## src/rtl/lbuf_timing_gen_if.sv

```systemverilog
// Timing bundle driven by lbuf_timing_gen: raster counters, line-buffer
// read addresses, replication indices, syncs, data enable and window mask.
`timescale 1ns/1ps

interface lbuf_timing_gen_if;
    logic [10:0] hcnt;
    logic [10:0] vcnt;
    logic [8:0]  hcnt_lbuf;
    logic [5:0]  vcnt_lbuf;
    logic [2:0]  hctr;
    logic [2:0]  vctr;
    logic        HSYNC;
    logic        VSYNC;
    logic        DE;
    logic        mask_enable;

    modport master (
        output hcnt, vcnt, hcnt_lbuf, vcnt_lbuf, hctr, vctr,
               HSYNC, VSYNC, DE, mask_enable
    );

    modport slave (
        input  hcnt, vcnt, hcnt_lbuf, vcnt_lbuf, hctr, vctr,
               HSYNC, VSYNC, DE, mask_enable
    );
endinterface

```

## src/rtl/lbuf_timing_gen.sv

```systemverilog
// Output raster timing generator with integer-scaled line-buffer addressing.
// Define FRAMELOCK_EN to restart the frame from the source vsync toggle.
`timescale 1ns/1ps

module lbuf_timing_gen #(
    parameter int H_TOTAL   = 1650,
    parameter int H_SYNCLEN = 40,
    parameter int H_AVSTART = 260,
    parameter int H_ACTIVE  = 1280,
    parameter int V_TOTAL   = 750,
    parameter int V_SYNCLEN = 5,
    parameter int V_AVSTART = 25,
    parameter int V_ACTIVE  = 720,
    parameter int SRC_H     = 384,
    parameter int SRC_V     = 224,
    parameter int H_MULT    = 3,
    parameter int V_MULT    = 3,
    parameter int H_WINOFS  = 64,
    parameter int V_WINOFS  = 24
) (
    input  logic               PCLK_out,
    input  logic               reset_n,
    input  logic               vs_toggle_in,
    lbuf_timing_gen_if.master  tim
);

    // 12-bit bounds so the window end never wraps for the largest rasters.
    localparam logic [11:0] H_LAST      = 12'(H_TOTAL - 1);
    localparam logic [11:0] V_LAST      = 12'(V_TOTAL - 1);
    localparam logic [11:0] H_SYNC_END  = 12'(H_SYNCLEN);
    localparam logic [11:0] V_SYNC_END  = 12'(V_SYNCLEN);
    localparam logic [11:0] H_DE_START  = 12'(H_AVSTART);
    localparam logic [11:0] H_DE_END    = 12'(H_AVSTART + H_ACTIVE);
    localparam logic [11:0] V_DE_START  = 12'(V_AVSTART);
    localparam logic [11:0] V_DE_END    = 12'(V_AVSTART + V_ACTIVE);
    localparam logic [11:0] H_WIN_START = 12'(H_AVSTART + H_WINOFS);
    localparam logic [11:0] H_WIN_END   = 12'(H_AVSTART + H_WINOFS + SRC_H * H_MULT);
    localparam logic [11:0] V_WIN_START = 12'(V_AVSTART + V_WINOFS);
    localparam logic [11:0] V_WIN_END   = 12'(V_AVSTART + V_WINOFS + SRC_V * V_MULT);
    localparam logic [2:0]  HCTR_LAST   = 3'(H_MULT - 1);
    localparam logic [2:0]  VCTR_LAST   = 3'(V_MULT - 1);
    localparam logic [5:0]  VLBUF_LAST  = 6'd39;

    logic [10:0] hcnt_reg, hcnt_next;
    logic [10:0] vcnt_reg, vcnt_next;
    logic [8:0]  hcnt_lbuf_reg, hcnt_lbuf_next;
    logic [5:0]  vcnt_lbuf_reg, vcnt_lbuf_next;
    logic [2:0]  hctr_reg, hctr_next;
    logic [2:0]  vctr_reg, vctr_next;
    logic        hsync_reg, vsync_reg, de_reg, mask_reg;
    logic        hsync_next, vsync_next, de_next, mask_next;
    logic [11:0] h_pos, v_pos, h_pos_next, v_pos_next;
    logic        h_wrap, hwin_next, vwin_next;
    logic        frame_reload;

`ifdef FRAMELOCK_EN
    // Stages 1-2 synchronise the toggle, stage 3 holds the previous level.
    logic [3:0] vs_chain;
    logic       vs_edge;
    logic       pend_reg;

    assign vs_chain[0] = vs_toggle_in;

    for (genvar gi = 0; gi < 3; gi++) begin : gen_sync
        always_ff @(posedge PCLK_out or negedge reset_n) begin
            if (!reset_n) begin
                vs_chain[gi+1] <= 1'b0;
            end else begin
                vs_chain[gi+1] <= vs_chain[gi];
            end
        end
    end

    assign vs_edge = vs_chain[2] ^ vs_chain[3];

    // Edges merge into one request that is consumed at the next line wrap.
    always_ff @(posedge PCLK_out or negedge reset_n) begin
        if (!reset_n) begin
            pend_reg <= 1'b0;
        end else begin
            pend_reg <= vs_edge | (pend_reg & ~h_wrap);
        end
    end

    assign frame_reload = pend_reg;
`else
    logic unused_vs_toggle;
    assign unused_vs_toggle = vs_toggle_in;
    assign frame_reload     = 1'b0;
`endif

    // Everything below is derived from the next raster position so that all
    // registered outputs describe the same pixel as hcnt/vcnt.
    always_comb begin
        h_pos     = {1'b0, hcnt_reg};
        v_pos     = {1'b0, vcnt_reg};
        h_wrap    = (h_pos == H_LAST);
        hcnt_next = h_wrap ? 11'd0 : hcnt_reg + 11'd1;
        vcnt_next = vcnt_reg;
        if (h_wrap) begin
            if (frame_reload || (v_pos == V_LAST)) begin
                vcnt_next = 11'd0;
            end else begin
                vcnt_next = vcnt_reg + 11'd1;
            end
        end

        h_pos_next = {1'b0, hcnt_next};
        v_pos_next = {1'b0, vcnt_next};
        hwin_next  = (h_pos_next >= H_WIN_START) && (h_pos_next < H_WIN_END);
        vwin_next  = (v_pos_next >= V_WIN_START) && (v_pos_next < V_WIN_END);
        de_next    = (h_pos_next >= H_DE_START) && (h_pos_next < H_DE_END) &&
                     (v_pos_next >= V_DE_START) && (v_pos_next < V_DE_END);
        mask_next  = de_next && !(hwin_next && vwin_next);
        hsync_next = (h_pos_next >= H_SYNC_END);
        vsync_next = (v_pos_next >= V_SYNC_END);

        hctr_next      = 3'd0;
        hcnt_lbuf_next = 9'd0;
        if (hwin_next && (h_pos_next != H_WIN_START)) begin
            if (hctr_reg == HCTR_LAST) begin
                hctr_next      = 3'd0;
                hcnt_lbuf_next = hcnt_lbuf_reg + 9'd1;
            end else begin
                hctr_next      = hctr_reg + 3'd1;
                hcnt_lbuf_next = hcnt_lbuf_reg;
            end
        end

        vctr_next      = vctr_reg;
        vcnt_lbuf_next = vcnt_lbuf_reg;
        if (h_wrap) begin
            if (!vwin_next || (v_pos_next == V_WIN_START)) begin
                vctr_next      = 3'd0;
                vcnt_lbuf_next = 6'd0;
            end else if (vctr_reg == VCTR_LAST) begin
                vctr_next      = 3'd0;
                vcnt_lbuf_next = (vcnt_lbuf_reg == VLBUF_LAST) ? 6'd0 : vcnt_lbuf_reg + 6'd1;
            end else begin
                vctr_next      = vctr_reg + 3'd1;
            end
        end
    end

    always_ff @(posedge PCLK_out or negedge reset_n) begin
        if (!reset_n) begin
            hcnt_reg      <= 11'd0;
            vcnt_reg      <= 11'd0;
            hcnt_lbuf_reg <= 9'd0;
            vcnt_lbuf_reg <= 6'd0;
            hctr_reg      <= 3'd0;
            vctr_reg      <= 3'd0;
            hsync_reg     <= 1'b1;
            vsync_reg     <= 1'b1;
            de_reg        <= 1'b0;
            mask_reg      <= 1'b0;
        end else begin
            hcnt_reg      <= hcnt_next;
            vcnt_reg      <= vcnt_next;
            hcnt_lbuf_reg <= hcnt_lbuf_next;
            vcnt_lbuf_reg <= vcnt_lbuf_next;
            hctr_reg      <= hctr_next;
            vctr_reg      <= vctr_next;
            hsync_reg     <= hsync_next;
            vsync_reg     <= vsync_next;
            de_reg        <= de_next;
            mask_reg      <= mask_next;
        end
    end

    assign tim.hcnt        = hcnt_reg;
    assign tim.vcnt        = vcnt_reg;
    assign tim.hcnt_lbuf   = hcnt_lbuf_reg;
    assign tim.vcnt_lbuf   = vcnt_lbuf_reg;
    assign tim.hctr        = hctr_reg;
    assign tim.vctr        = vctr_reg;
    assign tim.HSYNC       = hsync_reg;
    assign tim.VSYNC       = vsync_reg;
    assign tim.DE          = de_reg;
    assign tim.mask_enable = mask_reg;

endmodule

```

## src/flat_wrapper.sv

```systemverilog
// flat-port wrapper written by rule: the top's interface ports become plain ports
module lbuf_timing_gen_flat 
#(
    parameter int H_TOTAL   = 1650,
    parameter int H_SYNCLEN = 40,
    parameter int H_AVSTART = 260,
    parameter int H_ACTIVE  = 1280,
    parameter int V_TOTAL   = 750,
    parameter int V_SYNCLEN = 5,
    parameter int V_AVSTART = 25,
    parameter int V_ACTIVE  = 720,
    parameter int SRC_H     = 384,
    parameter int SRC_V     = 224,
    parameter int H_MULT    = 3,
    parameter int V_MULT    = 3,
    parameter int H_WINOFS  = 64,
    parameter int V_WINOFS  = 24
)
  (PCLK_out, reset_n, vs_toggle_in, tim_hcnt, tim_vcnt, tim_hcnt_lbuf, tim_vcnt_lbuf, tim_hctr, tim_vctr, tim_HSYNC, tim_VSYNC, tim_DE, tim_mask_enable);
  lbuf_timing_gen_if tim_i ();
  input  logic PCLK_out;
  input  logic reset_n;
  input  logic vs_toggle_in;
  output wire logic [$bits(tim_i.hcnt)-1:0] tim_hcnt;
  output wire logic [$bits(tim_i.vcnt)-1:0] tim_vcnt;
  output wire logic [$bits(tim_i.hcnt_lbuf)-1:0] tim_hcnt_lbuf;
  output wire logic [$bits(tim_i.vcnt_lbuf)-1:0] tim_vcnt_lbuf;
  output wire logic [$bits(tim_i.hctr)-1:0] tim_hctr;
  output wire logic [$bits(tim_i.vctr)-1:0] tim_vctr;
  output wire logic [$bits(tim_i.HSYNC)-1:0] tim_HSYNC;
  output wire logic [$bits(tim_i.VSYNC)-1:0] tim_VSYNC;
  output wire logic [$bits(tim_i.DE)-1:0] tim_DE;
  output wire logic [$bits(tim_i.mask_enable)-1:0] tim_mask_enable;
  assign tim_hcnt = tim_i.hcnt;
  assign tim_vcnt = tim_i.vcnt;
  assign tim_hcnt_lbuf = tim_i.hcnt_lbuf;
  assign tim_vcnt_lbuf = tim_i.vcnt_lbuf;
  assign tim_hctr = tim_i.hctr;
  assign tim_vctr = tim_i.vctr;
  assign tim_HSYNC = tim_i.HSYNC;
  assign tim_VSYNC = tim_i.VSYNC;
  assign tim_DE = tim_i.DE;
  assign tim_mask_enable = tim_i.mask_enable;
  lbuf_timing_gen #(.H_TOTAL(H_TOTAL), .H_SYNCLEN(H_SYNCLEN), .H_AVSTART(H_AVSTART), .H_ACTIVE(H_ACTIVE), .V_TOTAL(V_TOTAL), .V_SYNCLEN(V_SYNCLEN), .V_AVSTART(V_AVSTART), .V_ACTIVE(V_ACTIVE), .SRC_H(SRC_H), .SRC_V(SRC_V), .H_MULT(H_MULT), .V_MULT(V_MULT), .H_WINOFS(H_WINOFS), .V_WINOFS(V_WINOFS)) u_core (.PCLK_out(PCLK_out), .reset_n(reset_n), .vs_toggle_in(vs_toggle_in), .tim(tim_i));
endmodule
```

## config.mk

```make
export PLATFORM = sky130hd
export DESIGN_NAME = lbuf_timing_gen_flat
export DESIGN_NICKNAME = d
export VERILOG_FILES = /design/src/rtl/lbuf_timing_gen_if.sv /design/src/rtl/lbuf_timing_gen.sv /design/src/flat_wrapper.sv
export SDC_FILE = /design/constraint.sdc
export NUM_CORES = 1
export LEC_CHECK = 0
export CAP_MARGIN = 20
export CORE_ASPECT_RATIO = 1.5
export CORE_MARGIN = 4
export CORE_UTILIZATION = 50
export CTS_BUF_LIST = sky130_fd_sc_hd__clkbuf_8
export DETAILED_ROUTE_END_ITERATION = 8
export GPL_TIMING_DRIVEN = 0
export PLACE_DENSITY = 0.79
export SLEW_MARGIN = 20
export SYNTH_ARGS = -nofsm -noshare
export SYNTH_HDL_FRONTEND = slang
export SYNTH_SLANG_ARGS = --single-unit
export TNS_END_PERCENT = 5
```

## constraint.sdc

```tcl
create_clock -name PCLK_out -period 2.6 [get_ports PCLK_out]
set_input_delay 0.26 -clock PCLK_out [delete_from_list [all_inputs] [get_ports PCLK_out]]
set_output_delay 0.26 -clock PCLK_out [all_outputs]
set_load 0.1 [all_outputs]
```

==> results.sh, run 1 <==
export IMPL_outcome="complete, but fails checks"
export IMPL_violations="negative setup slack"
export IMPL_place_hpwl_mm=5.46
export IMPL_path_clk_slew_ns=0.10
export IMPL_core_um2=5570
export IMPL_final_nets=422
export IMPL_synth_edff_count=0
export IMPL_htreeDepth=2
export IMPL_ys_seq_area_frac=0.406
export IMPL_rows=33
export IMPL_fin_area_um2=4130
export IMPL_max_freq_mhz=322
export IMPL_diodes=0
export IMPL_ant_nets=0
export IMPL_p_leak_nw=1.58
export IMPL_finalCriticalPeriod_ns=3.10
export IMPL_synth_async_reset_ratio=1.00
export IMPL_yosys_area_top_type="dfrtp_1"
export IMPL_drtIter0Drc=216
export IMPL_drv_slew=0
export IMPL_vdd_drop_max_uv=229
export IMPL_grt_pass1_wl_mm=13.2
export IMPL_cts_made_buffers=5
export IMPL_multi_input_area_um2=1870
export IMPL_path_class="register to register"
export IMPL_start_util=0.521
export IMPL_critPathRequiredTime_ns=2.79
export IMPL_grt_util_all_layers=0.227
export IMPL_syn_area_per_cell_um2=8.70
export IMPL_clock_sinks=47
export IMPL_ys_types=61
export IMPL_cp_max_fo=5
export IMPL_n_fill_cell=386
export IMPL_clockRootBuffer="clkbuf_8"
export IMPL_dpl_instance_area_um2=3520
export IMPL_hold_violations=0
export IMPL_cts_tree="built"
export IMPL_crit_start="u_core.tim.hcnt[1]"
export IMPL_worstHoldPathType="primary input to async pin"
export IMPL_synthToLayoutAreaGrowth_pct=42.1
export IMPL_antenna_found_initial=0
export IMPL_grt_overflow=0
export IMPL_finClkSkew_ns=0.0112
export IMPL_detail_route_first_pass_iterations=4
export IMPL_worst_pin_slew_ns=0.987
export IMPL_grt_setup_unrepaired="yes"
export IMPL_ios=50
export IMPL_wl_per_cell_um=18.3
export IMPL_die_h_um=101
export IMPL_drc=0
export IMPL_cap_violations=0
export IMPL_clockBufferDepth=2
export IMPL_drt_wl_total_mm=8.84
export IMPL_vias=2983
export IMPL_synth_cells=334
export IMPL_yosysTopAreaCellShare=0.387
export IMPL_synth_ff_type="dfrtp_1"
export IMPL_ys_ff_latch=47
export IMPL_cp_start_kind="register"
export IMPL_via_per_inst=6.16
export IMPL_grt_start_max_net_pins=28
export IMPL_r2r_start="u_core.tim.hcnt[1]"
export IMPL_setup_slack_ns=-0.503
export IMPL_synth_area_um2=2910
export IMPL_critPathCaptureType="register"
export IMPL_gp_congestion=0.889
export IMPL_fp_dieW_um=70.3
export IMPL_syn_num_nets=343
export IMPL_crit_arrival_ns=3.30
export IMPL_grt_pass1_vias=2856
export IMPL_finalSetupViolations=24
export IMPL_drive_above_1_share=0.251
export IMPL_fp_dieArea_um2=7120
export IMPL_worstSkewPairLatency_ns=0.31
export IMPL_yosys_warnings=0
export IMPL_p_per_area_nw_per_um2=292
export IMPL_seq_area_um2=1210
export IMPL_utilization=0.741
export IMPL_fin_crit_sh=1.19
export IMPL_io_buffer_count=48
export IMPL_relSlewSlack=0.340
export IMPL_synth_area_leaders="dfrtp_1 (39%), nor2_1 (4.9%), xnor2_1 (4.5%)"
## cell usage after synthesis (6+ instances only)
master,count
a21oi_1,6
nor3_1,12
o21ai_0,20
xnor2_1,15
nand3_1,11
nor4_1,6
nand2_1,33
xor2_1,9
ha_1,6
dfrtp_1,45
nand4_1,16
inv_1,16
buf_2,6
nor2_1,38
clkbuf_1,8
## critical path, cell delays in order, from the launching register on
cell and delay (ns):
dfrtp_4 0.52, inv_2 0.08, ha_4 0.13, nand4b_1 0.23
buf_6 0.23, nor4_4 0.33, mux2i_2 0.40, buf_4 0.18
nor3b_2 0.29, o31ai_4 0.12, a31o_1 0.25, a22o_1 0.21
## area by class of cell
class                           count  share of cell area
Multi-Input combinational cell    254               0.453
Sequential cell                    47               0.292
Timing Repair Buffer               74               0.174
Buffer                             15              0.0239
Tap cell                           70              0.0212
Clock buffer                        5              0.0167
Inverter                           16              0.0145
Clock inverter                      3             0.00485
## kinds of logic (layout without fill, tap and decap cells)
group,after synthesis,count (layout),synth area share
mux,6,6,0.0215
buf+inv,33,113,0.0491
flops,47,47,0.406
simple gates,154,154,0.276
fa+ha+maj,6,6,0.0258
compound gates,64,64,0.150
xor+xnor,24,24,0.0723
## layer usage
| layer | share of wire | vias up | track usage |
|---|---|---|---|
| met5 | 0 | - | 0 |
| met4 | 0.051 | 0 | 0.112 |
| met3 | 0.043 | 48 | 0.0328 |
| met2 | 0.53 | 127 | 0.412 |
| met1 | 0.37 | 1444 | 0.260 |
| li1 | - | 1364 | - |
## stage by stage
step                      setup TNS [ns]  setup WS (ns)  hold WS, ns  instances  total power [mW]
after global routing               -9.04         -0.567        0.490        484              1.25
after detailed placement          -16.04         -0.767        0.254        453             0.764
after global placement            -20.42         -0.803        0.523        452             0.761
final                              -6.55         -0.503        0.449        484              1.21
after CTS                          -4.29         -0.401        0.465        477              1.21
after floorplan                    -7.59         -0.510      -0.0356        334             0.745
## cell usage in the layout, fill, tap and decap left out, types with 4 or more instances in the layout
cell and n:
dfrtp_2 10, buf_4 17, xnor2_1 12, clkdlybuf4s50_1 47, ha_1 5, o21ai_1 5, inv_1 15, buf_2 4
nor3_1 8, a21oi_1 6, o21ai_0 14, dfrtp_1 31, dfrtp_4 4, buf_6 10, clkbuf_1 6, clkbuf_8 5
nor3b_1 4, xor2_1 9, nand4_1 16, nand2_1 31, nand3_1 10, nor2_1 37
## final timing paths
path                                                end  slack (ns)  cells after the start
worst max-delay path            u_core.tim.vcnt_lbuf[0]       -0.50                     11
worst min register to register       u_core.tim.hctr[0]        0.54                      1
min in group PCLK_out                u_core.tim.hctr[0]        0.54                      1
worst min-delay path                 u_core.tim.hcnt[0]        0.45                      2
max in group asynchronous              u_core.tim.HSYNC        1.56                      3
worst max register to register  u_core.tim.vcnt_lbuf[0]       -0.50                     11
## power breakdown
group | total [mW] | switching [mW] | internal (mW)
Combinational | 0.0192 | 0.0147 | 0.00451
Clock | 0.459 | 0.271 | 0.188
Sequential | 0.730 | 0 | 0.730
## what timing repair did
action / CTS / global route
pin swaps: 14 / 23
hold endpoints to repair: 19 / 0
endpoints found under the setup margin: 26 / 25
hold buffers: 1 / 0
gates resized for setup: 32 / 50
setup buffers: 15 / 9
Note: power is estimated with default switching activity, not from simulation.
==> inputs of run 2 (changes only) <==
Settings changed: CAP_MARGIN 20 to 30, SETUP_SLACK_MARGIN set to 0.1.
==> results.sh, run 2 (synthesis gave the netlist of run 1 again) <==
export IMPL_outcome="complete, but fails checks"
export IMPL_violations="negative setup slack"
export IMPL_n_fill_cell=428
export IMPL_crit_arrival_ns=3.27
export IMPL_io_buffer_count=48
export IMPL_grt_pass1_vias=2858
export IMPL_start_util=0.521
export IMPL_critPathCaptureType="register"
export IMPL_drv_slew=0
export IMPL_fin_crit_sh=1.18
export IMPL_path_class="register to register"
export IMPL_mostFrequentLayoutCells="clkdlybuf4s50_1 (47), nor2_1 (38), nand2_1 (33)"
export IMPL_finClkSkew_ns=0.00956
export IMPL_fp_dieArea_um2=7120
export IMPL_clock_power_share=0.380
export IMPL_vdd_drop_max_uv=237
export IMPL_relSlewSlack=0.343
export IMPL_clock_sinks=47
export IMPL_antenna_found_initial=0
export IMPL_diodes=0
export IMPL_cts_tree="built"
export IMPL_place_hpwl_mm=5.46
export IMPL_path_clk_slew_ns=0.10
export IMPL_max_freq_mhz=325
export IMPL_finalCriticalPeriod_ns=3.07
export IMPL_vias=2860
export IMPL_ios=50
export IMPL_finalSetupViolations=23
export IMPL_netSwitchingFraction=0.237
export IMPL_dpl_instance_area_um2=3520
export IMPL_worstSkewPairLatency_ns=0.31
export IMPL_cap_violations=0
export IMPL_utilization=0.705
export IMPL_pre_cts_slack_ns=-0.767
export IMPL_critPathRequiredTime_ns=2.80
export IMPL_reg2regPathDepth=13
export IMPL_combPwrFrac=0.016
export IMPL_drtIter0Drc=191
export IMPL_drive_above_1_share=0.198
export IMPL_final_nets=417
export IMPL_die_h_um=101
export IMPL_ant_nets=0
export IMPL_hold_violations=0
export IMPL_clockBufferDepth=2
export IMPL_grt_util_all_layers=0.227
export IMPL_detail_route_first_pass_iterations=5
export IMPL_clockRootBuffer="clkbuf_8"
export IMPL_core_um2=5570
export IMPL_p_sw_uw=286
export IMPL_rows=33
export IMPL_grt_setup_unrepaired="yes"
export IMPL_grt_overflow=0
export IMPL_reg2reg_slack_ns=-0.47
export IMPL_p_per_area_nw_per_um2=308
export IMPL_cp_start_kind="register"
export IMPL_fin_area_um2=3930
export IMPL_synthToLayoutAreaGrowth_pct=35.2
export IMPL_wl_per_cell_um=17.2
export IMPL_final_common_cell="clkdlybuf4s50_1"
export IMPL_fp_dieW_um=70.3
export IMPL_via_per_inst=5.97
export IMPL_cp_max_fo=5
export IMPL_gp_congestion=0.889
export IMPL_fin_setup_tns_ns=-5.67
export IMPL_pwr_share_seq=0.604
export IMPL_grt_pass1_wl_mm=13.2
export IMPL_grt_start_max_net_pins=28
export IMPL_drt_wl_total_mm=8.24
export IMPL_p_leak_nw=1.51
export IMPL_cts_made_buffers=5
export IMPL_worst_pin_slew_ns=0.983
export IMPL_htreeDepth=2
export IMPL_worstHoldPathType="primary input to async pin"
export IMPL_setup_slack_ns=-0.474
export IMPL_p_total_mw=1.21
export IMPL_power_internal_uw=923
export IMPL_drc=0
-- run 2: cell types whose count changed in the layout (fill, tap and decap cells not counted), sizes merged --
cell    delta
buf        -6
clkbuf     +1
-- run 2: power by group through the flow --
stage | registers [mW] | logic, mW | clock network, mW
2_1_floorplan | 0.745 | 0.000000545 | 0
3_3_place_gp | 0.745 | 0.0160 | 0
3_5_place_dp | 0.745 | 0.0191 | 0
4_1_cts | 0.730 | 0.0204 | 0.463
5_1_grt | 0.730 | 0.0226 | 0.493
6_report | 0.730 | 0.0191 | 0.459
-- run 2: metrics by stage --
stage / hold slack [ns] / cells
finish: 0.446 / 479
detailed placement: 0.254 / 453
CTS: 0.465 / 477
global route: 0.495 / 479
floorplan: -0.0356 / 334
global placement: 0.523 / 452
-- run 2: metal layers --
layer	wire [um]	up-vias	global-route usage
li1	-	1352	-
met1	3170	1395	0.260
met2	4500	93	0.412
met3	361	20	0.0328
met4	204	0	0.112
met5	0	-	0
-- run 2: path summary, 6_finish.rpt --
check | start | endpoint
min | reset_n | u_core.tim.hcnt[0]
min reg2reg | u_core.tim.hctr[0] | u_core.tim.hctr[0]
max | u_core.tim.hcnt[1] | u_core.tim.DE
max in group asynchronous | reset_n | u_core.tim.HSYNC
min in group PCLK_out | u_core.tim.hctr[0] | u_core.tim.hctr[0]
max reg2reg | u_core.tim.hcnt[1] | u_core.tim.DE
-- run 2: worst max-delay path, stage by stage (launching register included) --
cell and delay [ns]:
dfrtp_4 0.51, inv_1 0.06, ha_1 0.16, nand4b_1 0.24
or3_4 0.42, buf_6 0.14, or2_0 0.20, buf_4 0.15
a211o_1 0.26, a21oi_4 0.18, buf_4 0.15, o221ai_1 0.11
and3_1 0.21, and2_1 0.16
-- run 2: what timing repair did --
| item | in CTS | in global routing |
|---|---|---|
| endpoints found under the hold margin | 19 | 0 |
| pin swaps | 15 | 6 |
| gates cloned | 0 | 0 |
| endpoints found under the setup margin | 31 | 26 |
| gates resized for setup | 32 | 10 |
| setup buffers | 15 | 2 |
| hold buffers | 1 | 0 |
-- run 2: layout make-up --
class,instances,area [um2],area share
Inverter,16,60.1,0.0153
Buffer,17,115,0.0293
Clock buffer,5,68.8,0.0175
Sequential cell,47,1210,0.307
Tap cell,70,87.6,0.0223
Clock inverter,3,20.0,0.00509
Timing Repair Buffer,67,633,0.161
Multi-Input combinational cell,254,1740,0.443
==> inputs of run 3 (changes only) <==
Settings changed: CTS_CLUSTER_SIZE set to 10.
==> results of run 3 <==
Same layout as run 2: the final DEF is identical, and so are final timing and power.
